==> config.mk <==
export PLATFORM = sky130hd
export DESIGN_NAME = fetch_mem_arbiter
export DESIGN_NICKNAME = d
export VERILOG_FILES = /design/src/rtl/fetch_mem_arbiter.sv
export SDC_FILE = /design/constraint.sdc
export NUM_CORES = 1
export LEC_CHECK = 0
export ABC_AREA = 0
export BUFFER_PORTS_ARGS = -buffer_cell sky130_fd_sc_hd__buf_4
export CAP_MARGIN = 20
export CORE_AREA = 2 2 106 108
export CTS_BUF_LIST = sky130_fd_sc_hd__clkbuf_4
export DETAILED_ROUTE_END_ITERATION = 7
export DIE_AREA = 0 0 108 110
export PLACE_DENSITY_LB_ADDON = 0.1
export REMOVE_ABC_BUFFERS = 1
export SKIP_LAST_GASP = 1
export SLEW_MARGIN = 25
export SYNTH_ARGS = -nofsm -noshare
export SYNTH_HDL_FRONTEND = slang
export SYNTH_SLANG_ARGS = --single-unit
==> constraint.sdc <==
create_clock -name clk -period 3.9 [get_ports clk]
set_input_delay 0 -clock clk [delete_from_list [all_inputs] [get_ports clk]]
set_output_delay 0 -clock clk [all_outputs]
set_load 0.01 [all_outputs]
==> src/rtl/fetch_mem_arbiter.sv <==
// fetch_mem_arbiter
//   Shares the single instruction memory/TLB read port between the fetch
//   frontend, the page-table walker and the debug/loader port. Grants are
//   combinational; each issued read pushes a tag into a LAT-deep pipeline
//   whose tail steers the returning data to its owner. Frontend flushes
//   mark in-flight fetch tags as killed so their data is never delivered.
//
// Ports
//   clk, rst_n, clk_en         clock, async active-low reset, global enable
//   fetch_req/addr/flush       fetch request, address, redirect kill
//   fetch_gnt/stall/rvalid     fetch grant, hold, response valid
//   walk_req/lock/addr         walker request, multi-beat lock, address
//   walk_gnt/rvalid            walker grant, response valid
//   dbg_req/we/addr/wdata      debug request (read or write)
//   dbg_gnt/rvalid             debug grant (write ack), read response valid
//   mem_re/we/addr/wdata       memory macro command
//   mem_rdata -> rdata         read data, qualified by the *_rvalid outputs
module fetch_mem_arbiter #(
    parameter int LAT      = 2,
    parameter int MAX_WAIT = 4
) (
    input  logic        clk,
    input  logic        rst_n,
    input  logic        clk_en,
    input  logic        fetch_req,
    input  logic [31:0] fetch_addr,
    input  logic        fetch_flush,
    output logic        fetch_gnt,
    output logic        fetch_stall,
    output logic        fetch_rvalid,
    input  logic        walk_req,
    input  logic        walk_lock,
    input  logic [31:0] walk_addr,
    output logic        walk_gnt,
    output logic        walk_rvalid,
    input  logic        dbg_req,
    input  logic        dbg_we,
    input  logic [31:0] dbg_addr,
    input  logic [31:0] dbg_wdata,
    output logic        dbg_gnt,
    output logic        dbg_rvalid,
    output logic        mem_re,
    output logic        mem_we,
    output logic [31:0] mem_addr,
    output logic [31:0] mem_wdata,
    input  logic [31:0] mem_rdata,
    output logic [31:0] rdata
);
    localparam logic [0:0] S_IDLE   = 1'b0;
    localparam logic [0:0] S_LOCKED = 1'b1;
    localparam logic [1:0] SRC_F    = 2'd0;
    localparam logic [1:0] SRC_W    = 2'd1;
    localparam logic [1:0] SRC_D    = 2'd2;

    logic [0:0]           r_state;
    logic [0:0]           w_state_nxt;
    logic [3:0]           r_dbg_wait;
    logic [LAT-1:0]       r_pv;
    logic [LAT-1:0]       r_pkill;
    logic [LAT-1:0][1:0]  r_psrc;
    logic                 w_en, w_promote, w_fgnt, w_wgnt, w_dgnt, w_rd, w_live;
    logic [1:0]           w_src;

    // Reset also blocks grants so nothing issues while rst_n is low.
    assign w_en      = clk_en & rst_n;
    assign w_promote = (r_dbg_wait == 4'(MAX_WAIT));

    always_comb begin
        w_fgnt = 1'b0;
        w_wgnt = 1'b0;
        w_dgnt = 1'b0;
        if (w_en) begin
            if (r_state == S_LOCKED)                w_wgnt = walk_req;
            else if (walk_req)                      w_wgnt = 1'b1;
            else if (dbg_req && w_promote)          w_dgnt = 1'b1;
            else if (fetch_req && !fetch_flush)     w_fgnt = 1'b1;
            else if (dbg_req)                       w_dgnt = 1'b1;
        end
    end

    always_comb begin
        w_state_nxt = r_state;
        if (r_state == S_IDLE) begin
            if (w_wgnt && walk_lock) w_state_nxt = S_LOCKED;
        end else begin
            // Stay only while the walker keeps a locked beat going.
            if (!(walk_req && walk_lock)) w_state_nxt = S_IDLE;
        end
    end

    always_ff @(posedge clk or negedge rst_n) begin
        if (!rst_n)      r_state <= S_IDLE;
        else if (clk_en) r_state <= w_state_nxt;
    end

    always_ff @(posedge clk or negedge rst_n) begin
        if (!rst_n) begin
            r_dbg_wait <= 4'd0;
        end else if (clk_en) begin
            if (!dbg_req || w_dgnt)             r_dbg_wait <= 4'd0;
            else if (r_dbg_wait < 4'(MAX_WAIT)) r_dbg_wait <= r_dbg_wait + 4'd1;
        end
    end

    assign w_rd  = w_fgnt | w_wgnt | (w_dgnt & ~dbg_we);
    assign w_src = w_wgnt ? SRC_W : (w_dgnt ? SRC_D : SRC_F);

    // Tag pipeline: a flush marks every fetch tag as it shifts; the tail
    // itself is suppressed combinationally below.
    always_ff @(posedge clk or negedge rst_n) begin
        if (!rst_n) begin
            r_pv    <= '0;
            r_pkill <= '0;
            r_psrc  <= '0;
        end else if (clk_en) begin
            for (int i = LAT - 1; i > 0; i--) begin
                r_pv[i]    <= r_pv[i-1];
                r_psrc[i]  <= r_psrc[i-1];
                r_pkill[i] <= r_pkill[i-1] | (fetch_flush && (r_psrc[i-1] == SRC_F));
            end
            r_pv[0]    <= w_rd;
            r_psrc[0]  <= w_src;
            r_pkill[0] <= 1'b0;
        end
    end

    // Responses are handed over only on enabled cycles so a held tail is
    // not delivered twice.
    assign w_live       = r_pv[LAT-1] & ~r_pkill[LAT-1] & clk_en;
    assign fetch_rvalid = w_live & (r_psrc[LAT-1] == SRC_F) & ~fetch_flush;
    assign walk_rvalid  = w_live & (r_psrc[LAT-1] == SRC_W);
    assign dbg_rvalid   = w_live & (r_psrc[LAT-1] == SRC_D);

    assign fetch_gnt   = w_fgnt;
    assign walk_gnt    = w_wgnt;
    assign dbg_gnt     = w_dgnt;
    assign fetch_stall = fetch_req & ~w_fgnt & ~fetch_flush;

    assign mem_re    = w_rd;
    assign mem_we    = w_dgnt & dbg_we;
    assign mem_wdata = dbg_wdata;
    assign mem_addr  = w_wgnt ? walk_addr :
                       w_dgnt ? dbg_addr  :
                       w_fgnt ? fetch_addr : 32'd0;
    assign rdata     = mem_rdata;
endmodule

==> flow_metrics.tcl, run 1 <==
set metrics [dict create \
    cts_buffers 3 \
    fin_crit_sh_pct 64.3 \
    h-tree-depth 1 \
    num-fill-cells 1182 \
    grt_max_degree 35 \
    antenna_found_initial 0 \
    initial_core_util_pct 17.0 \
    netlist_area_um2 1820 \
    critPathLaunchType "register" \
    firstDrtPassIters 4 \
    cts_tree "done" \
    cts-root-buf "clkbuf_4" \
    endpoint_kind "output port" \
    postLayoutCoreUtil_pct 24.1 \
    fp-row-count 38 \
    area_growth_pct 41.6 \
    grt_overflow 0 \
    finalSetupTns_ns 0 \
    grt_first_pass_wirelength_um 13900 \
    synth_commonest_cells "buf_4, and2_1, a221o_2, dfrtp_1, a221o_1" \
    status "complete, no violations" \
    fin_area_um2 2580 \
    ys_seq_area_share_pct 16.5 \
    grtUsageTotal_pct 16.9 \
    ant_nets 0 \
    die_w_um 108 \
    cts.sinks 12 \
    nets 455 \
    worstPathRequired_ns 3.90 \
    antenna_cells 0 \
    die_area_um2 11900 \
    dp.cells 417 \
    gp_congestion 0.720 \
    core_region_area_um2 10700 \
    synth_edf_count 0 \
    synth_ff_type "dfrtp_1" \
    dr.first_iter.drc_count 172 \
    ir_worst_vdd_mv 0.122 \
    hold_class "input pin to output port" \
    cts_buffer_depth 2 \
    clkTransAtPathRegs_ns 0.07 \
    finClkSkew_ns 0.00368 \
    multi_input_area_um2 927 \
    setup_ws_ns 1.39 \
    finalHoldViolations 0 \
    drive_gt1_share_pct 63.1 \
    cts_resized 0 \
    path_max_fanout 23 \
    avgSynthCellArea_um2 8.84 \
    ys_types 38 \
    ys_top_cells_by_area "buf_4, dfrtp_1, a221o_2, and2_1, a221o_1" \
    portBuffers 145 \
    grt_pass1_vias 1708 \
    yosysWarnings 0 \
    synth_most_common_cell "buf_4" \
    maxCapViolCount 0 \
    routed_wl_um 11200 \
    pre_cts_slack_ns 1.65 \
    cp_data_arrival_time_ns 2.51 \
    p_leak_uw 0.00131 \
    clock.fmax_mhz 399 \
    clk_latency_ns 0.26 \
    synth_top_cell_by_area "buf_4" \
    maxSlewHeadroom_pct 46.6 \
    dpl.hpwl_um 9270 \
    power.density_nw_per_um2 164 \
    syn_inst 206 \
    post_drt_wl_per_cell_um 26.5 \
    async_reset_ff_share_pct 100 \
    synth_top_area_share_pct 26.4 \
    rsz0062_at_grt "no" \
    tightest_slew_ns 0.800 \
    instances_no_fill 422 \
    via_per_inst 4.56 \
    num_io_pins 274 \
    die_h_um 110 \
    fin_crit_ns 2.51 \
    slew_viol_final 0 \
    route.detailed.drc 0 \
    ys_ff_latch 12 \
    vias 1924 \
    placed_area_um2 2540 \
    setup_viol 0 \
    crit_type "register to output port" \
    seqCellArea_um2 300 \
]
## worst max-delay path: stages, from the launching register on
cell	delay (ns)
dfrtp_1	0.41
inv_1	0.11
ha_1	0.17
nand3b_1	0.21
a211oi_4	0.62
buf_4	0.40
a221o_2	0.22
buf_4	0.11
## layout by cell type (no fill, tap or decap), drive strengths merged, types with 2 or more instances in the layout
master / n
a21o: 2
o211a: 2
a21oi: 3
ha: 2
nand3: 4
nor3b: 2
clkbuf: 3
nand2: 5
inv: 6
dlygate4sd3: 2
a221o: 32
a221oi: 2
nor3: 2
dfrtp: 12
and2: 33
o211ai: 2
buf: 148
mux2: 3
## stage by stage
step / power, uW / hold slack [ns]
floorplan: 222 / -0.296
global placement: 356 / -0.124
detailed placement: 354 / -0.127
CTS: 431 / 0.0000879
global route: 452 / 0.0000651
finish: 423 / 0.0000666
## timing repair
| item | CTS | global route |
|---|---|---|
| buffers inserted | 0 | 0 |
| endpoints found under the setup margin | 0 | 0 |
| hold buffers | 2 | 0 |
| hold endpoints to repair | 13 | 0 |
## kinds of logic after synthesis
group	synth area share, %
compound gates	27.6
flops	16.5
simple gates	20.1
mux	1.86
buf+inv	32.6
fa+ha+maj	1.37
## layer usage
metal / wire, um / share of wire, % / vias to the layer above / GRT usage, %
met2: 4680 / 42 / 187 / 22.5
met1: 3960 / 35 / 873 / 19.0
met4: 110 / 0.98 / 6 / 2.93
met3: 2300 / 21 / 14 / 16.0
met5: 139 / 1.2 / - / 9.82
li1: - / - / 844 / -
## where the power goes
group | total (uW) | leakage [uW] | internal [uW] | switching (uW)
Combinational | 201 | 0.00114 | 126 | 75.6
Clock | 72.0 | 0.0000138 | 35.6 | 36.4
Sequential | 150 | 0.000158 | 138 | 11.8
## area by class of cell
cell class	count	share of cell area, %
inverters	6	0.873
multi-input cells	111	36.0
repair buffers	150	43.9
clock buffers	3	0.873
flip-flops and latches	12	11.6
well taps	140	6.79
## path summary, 6_finish.rpt
check | startpoint | to | slack (ns) | depth (start not counted)
setup reg to reg | r_dbg_wait[0] | r_psrc[1] | 1.80 | 6
hold / removal | dbg_wdata[10] | mem_wdata[10] | 0.00007 | 0
min in group asynchronous | rst_n | r_state | 0.13 | 2
setup / recovery | r_dbg_wait[0] | mem_addr[0] | 1.39 | 7
hold reg to reg | r_pv[0] | r_pv[0] | 0.50 | 2
max in group asynchronous | rst_n | r_pv[1] | 3.58 | 2
## sequential cells by signal, indices dropped and copies added, names as in the netlist
signal	flops
r_pkill	1
r_pv	2
r_psrc	4
r_dbg_wait	4
r_state	1
Power figures use the tool's default switching activity.
==> inputs of run 2 (changes only) <==
- ABC_AREA: 0 -> 1
- clock period: 3.9 -> 2.44 ns (I/O delays scaled with it)
==> flow_metrics.tcl, run 2 <==
set metrics [dict create \
    grt_pass1_vias 1871 \
    avgSynthCellArea_um2 6.12 \
    p_sw_share_pct 31.7 \
    h-tree-depth 1 \
    maxSlewHeadroom_pct 57.2 \
    dp.cells 498 \
    power.density_nw_per_um2 265 \
    post_cts_buffers 0 \
    power_uw 660 \
    clkTransAtPathRegs_ns 0.08 \
    dr.first_iter.drc_count 120 \
    pre_cts_slack_ns 0.585 \
    setup_ws_ns 0.324 \
    clock.fmax_mhz 473 \
    fin_crit_ns 2.12 \
    cts.sinks 12 \
    cts_buffer_depth 2 \
    worst-r2r-cell-count 10 \
    internal_power_uw 451 \
    top_regs "r_dbg_wait: 4 flops, r_psrc: 4 flops, r_pv: 2 flops" \
    mostFrequentLayoutCell "buf_4" \
    instances_no_fill 503 \
    fp-row-count 38 \
    cts_tree "done" \
    status "complete, no violations" \
    num-fill-cells 1241 \
    core_region_area_um2 10700 \
    finalHoldViolations 0 \
    endpoint_kind "output port" \
    yosysWarnings 0 \
    grt_overflow 0 \
    initial_core_util_pct 16.4 \
    pwr-share-comb_pct 44.3 \
    slew_viol_final 0 \
    tightest_slew_ns 0.640 \
    ys_types 26 \
    synth_ff_type "dfrtp_1" \
    final_cell_mix "buf_4, nand2_1, nand3_1" \
    netlist_area_um2 1750 \
    crit_type "register to output port" \
    holdPathEnd "mem_wdata[10]" \
    ant_nets 0 \
    synth_top_cell_by_area "buf_4" \
    firstDrtPassIters 6 \
    finClkSkew_ns 0.00862 \
    portBuffers 145 \
    regToRegEndpoint "r_pv[0]" \
    die_h_um 110 \
    maxCapViolCount 0 \
    gp_congestion 0.729 \
    rsz0062_at_grt "no" \
    antenna_cells 0 \
    p_sw_uw 210 \
    nets 535 \
    min_path_cells 0 \
    num_io_pins 274 \
    drive_gt1_share_pct 43.3 \
    r2r_setup_slack_ns 0.68 \
    cts-root-buf "clkbuf_4" \
    cts_hold_buffers 1 \
    antenna_found_initial 0 \
    routed_wl_um 11000 \
    post_drt_wl_per_cell_um 21.9 \
    min_from "dbg_wdata[10]" \
    syn_inst 286 \
    postLayoutCoreUtil_pct 23.3 \
    grt_max_degree 35 \
    pwr-share-clk_pct 20.5 \
    cp_data_arrival_time_ns 2.12 \
    fin_crit_sh_pct 86.7 \
    cts_resized 0 \
    ys_seq_area_share_pct 17.2 \
    cts_buffers 3 \
    via_per_inst 4.19 \
    ys_top_cells_by_area "buf_4, nand2_1, dfrtp_1, nand3_1, buf_6" \
    p_leak_uw 0.00139 \
    dpl.hpwl_um 8980 \
    ys_ff_latch 12 \
    die_area_um2 11900 \
    seq_power_share_pct 35.3 \
    grt_first_pass_wirelength_um 14000 \
    die_w_um 108 \
    async_reset_ff_share_pct 100 \
    path_max_fanout 34 \
    synth_commonest_cells "nand2_1, buf_4, nand3_1, inv_1, dfrtp_1" \
    clk_latency_ns 0.28 \
    critPathLaunchType "register" \
    finalSetupTns_ns 0 \
    r2r-start "r_dbg_wait[0]" \
    hold_class "input pin to output port" \
    worstPathRequired_ns 2.44 \
    vias 2108 \
    synth_edf_count 0 \
    synth_most_common_cell "nand2_1" \
    synth_top_area_share_pct 27.9 \
    area_growth_pct 42.5 \
    route.detailed.drc 0 \
    ir_worst_vdd_mv 0.151 \
    setup_viol 0 \
    grtUsageTotal_pct 17.0 \
]
[run 2: changes by cell type in the layout (fill, tap and decap cells not counted), moves of 3 or more]
| cell | delta |
|---|---|
| a221o_2 | -21 |
| nor2_1 | +4 |
| and2_1 | -33 |
| mux2_2 | -3 |
| nand4_1 | +4 |
| a221o_1 | -11 |
| nand2_1 | +115 |
| inv_1 | +10 |
| nand3_1 | +31 |
[run 2: per-stage QoR]
stage,hold WS (ns),cell area (um^2)
floorplan,-0.296,1180
global placement,-0.133,2460
detailed placement,-0.132,2460
CTS,0.0000879,2490
global route,0.0000653,2490
finish,0.0000750,2490
[run 2: metal layers]
metal | GRT usage, % | routed length [um] | up-vias
li1 | - | - | 983
met1 | 18.6 | 3950 | 929
met2 | 22.3 | 4580 | 180
met3 | 17.8 | 2300 | 10
met4 | 2.29 | 71 | 6
met5 | 12.1 | 130 | -
[run 2: worst max-delay path, cell delays in order, from the launching register on]
cell	delay, ns
dfrtp_1	0.40
inv_1	0.08
ha_1	0.14
nand2_1	0.05
inv_1	0.05
nand2_1	0.07
nand2_1	0.10
nand2_2	0.09
inv_2	0.49
nand2_1	0.13
nand3_1	0.12
buf_4	0.12
[run 2: worst max path at each step]
stage	from	end	slack (ns)
after global routing	r_dbg_wait[0]	mem_addr[18]	0.10
after detailed placement	r_dbg_wait[0]	mem_re	0.59
after floorplan	r_dbg_wait[0]	r_pv[0]	0.98
after CTS	r_dbg_wait[0]	mem_addr[15]	0.27
after global placement	r_dbg_wait[0]	mem_re	0.62
final	r_dbg_wait[0]	mem_addr[12]	0.32
[run 2: cell type report]
cell class	count	area, um^2	share of cell area (%)
clock inverter	1	3.75	0.151
sequential	12	300	12.0
multi-input combinational	181	808	32.4
timing repair buffer	148	1110	44.7
clock buffer	3	22.5	0.904
inverter	18	68.8	2.76
tap	140	175	7.03
[run 2: kinds of logic after synthesis]
kind of cell	share of synthesized area [%]
buffers and inverters	36.6
xor gates and xnor gates	0.501
DFF	17.2
AOI/OAI and AO/OA	2.50
and+or+nand+nor	41.8
adders and majority gates	1.43
[run 2: power groups by stage]
stage | Sequential (uW) | Clock, uW | Combinational (uW)
finish | 233 | 135 | 292
global route | 236 | 144 | 323
CTS | 233 | 139 | 297
detailed placement | 237 | 0 | 295
global placement | 237 | 0 | 296
floorplan | 234 | 0 | 93.2
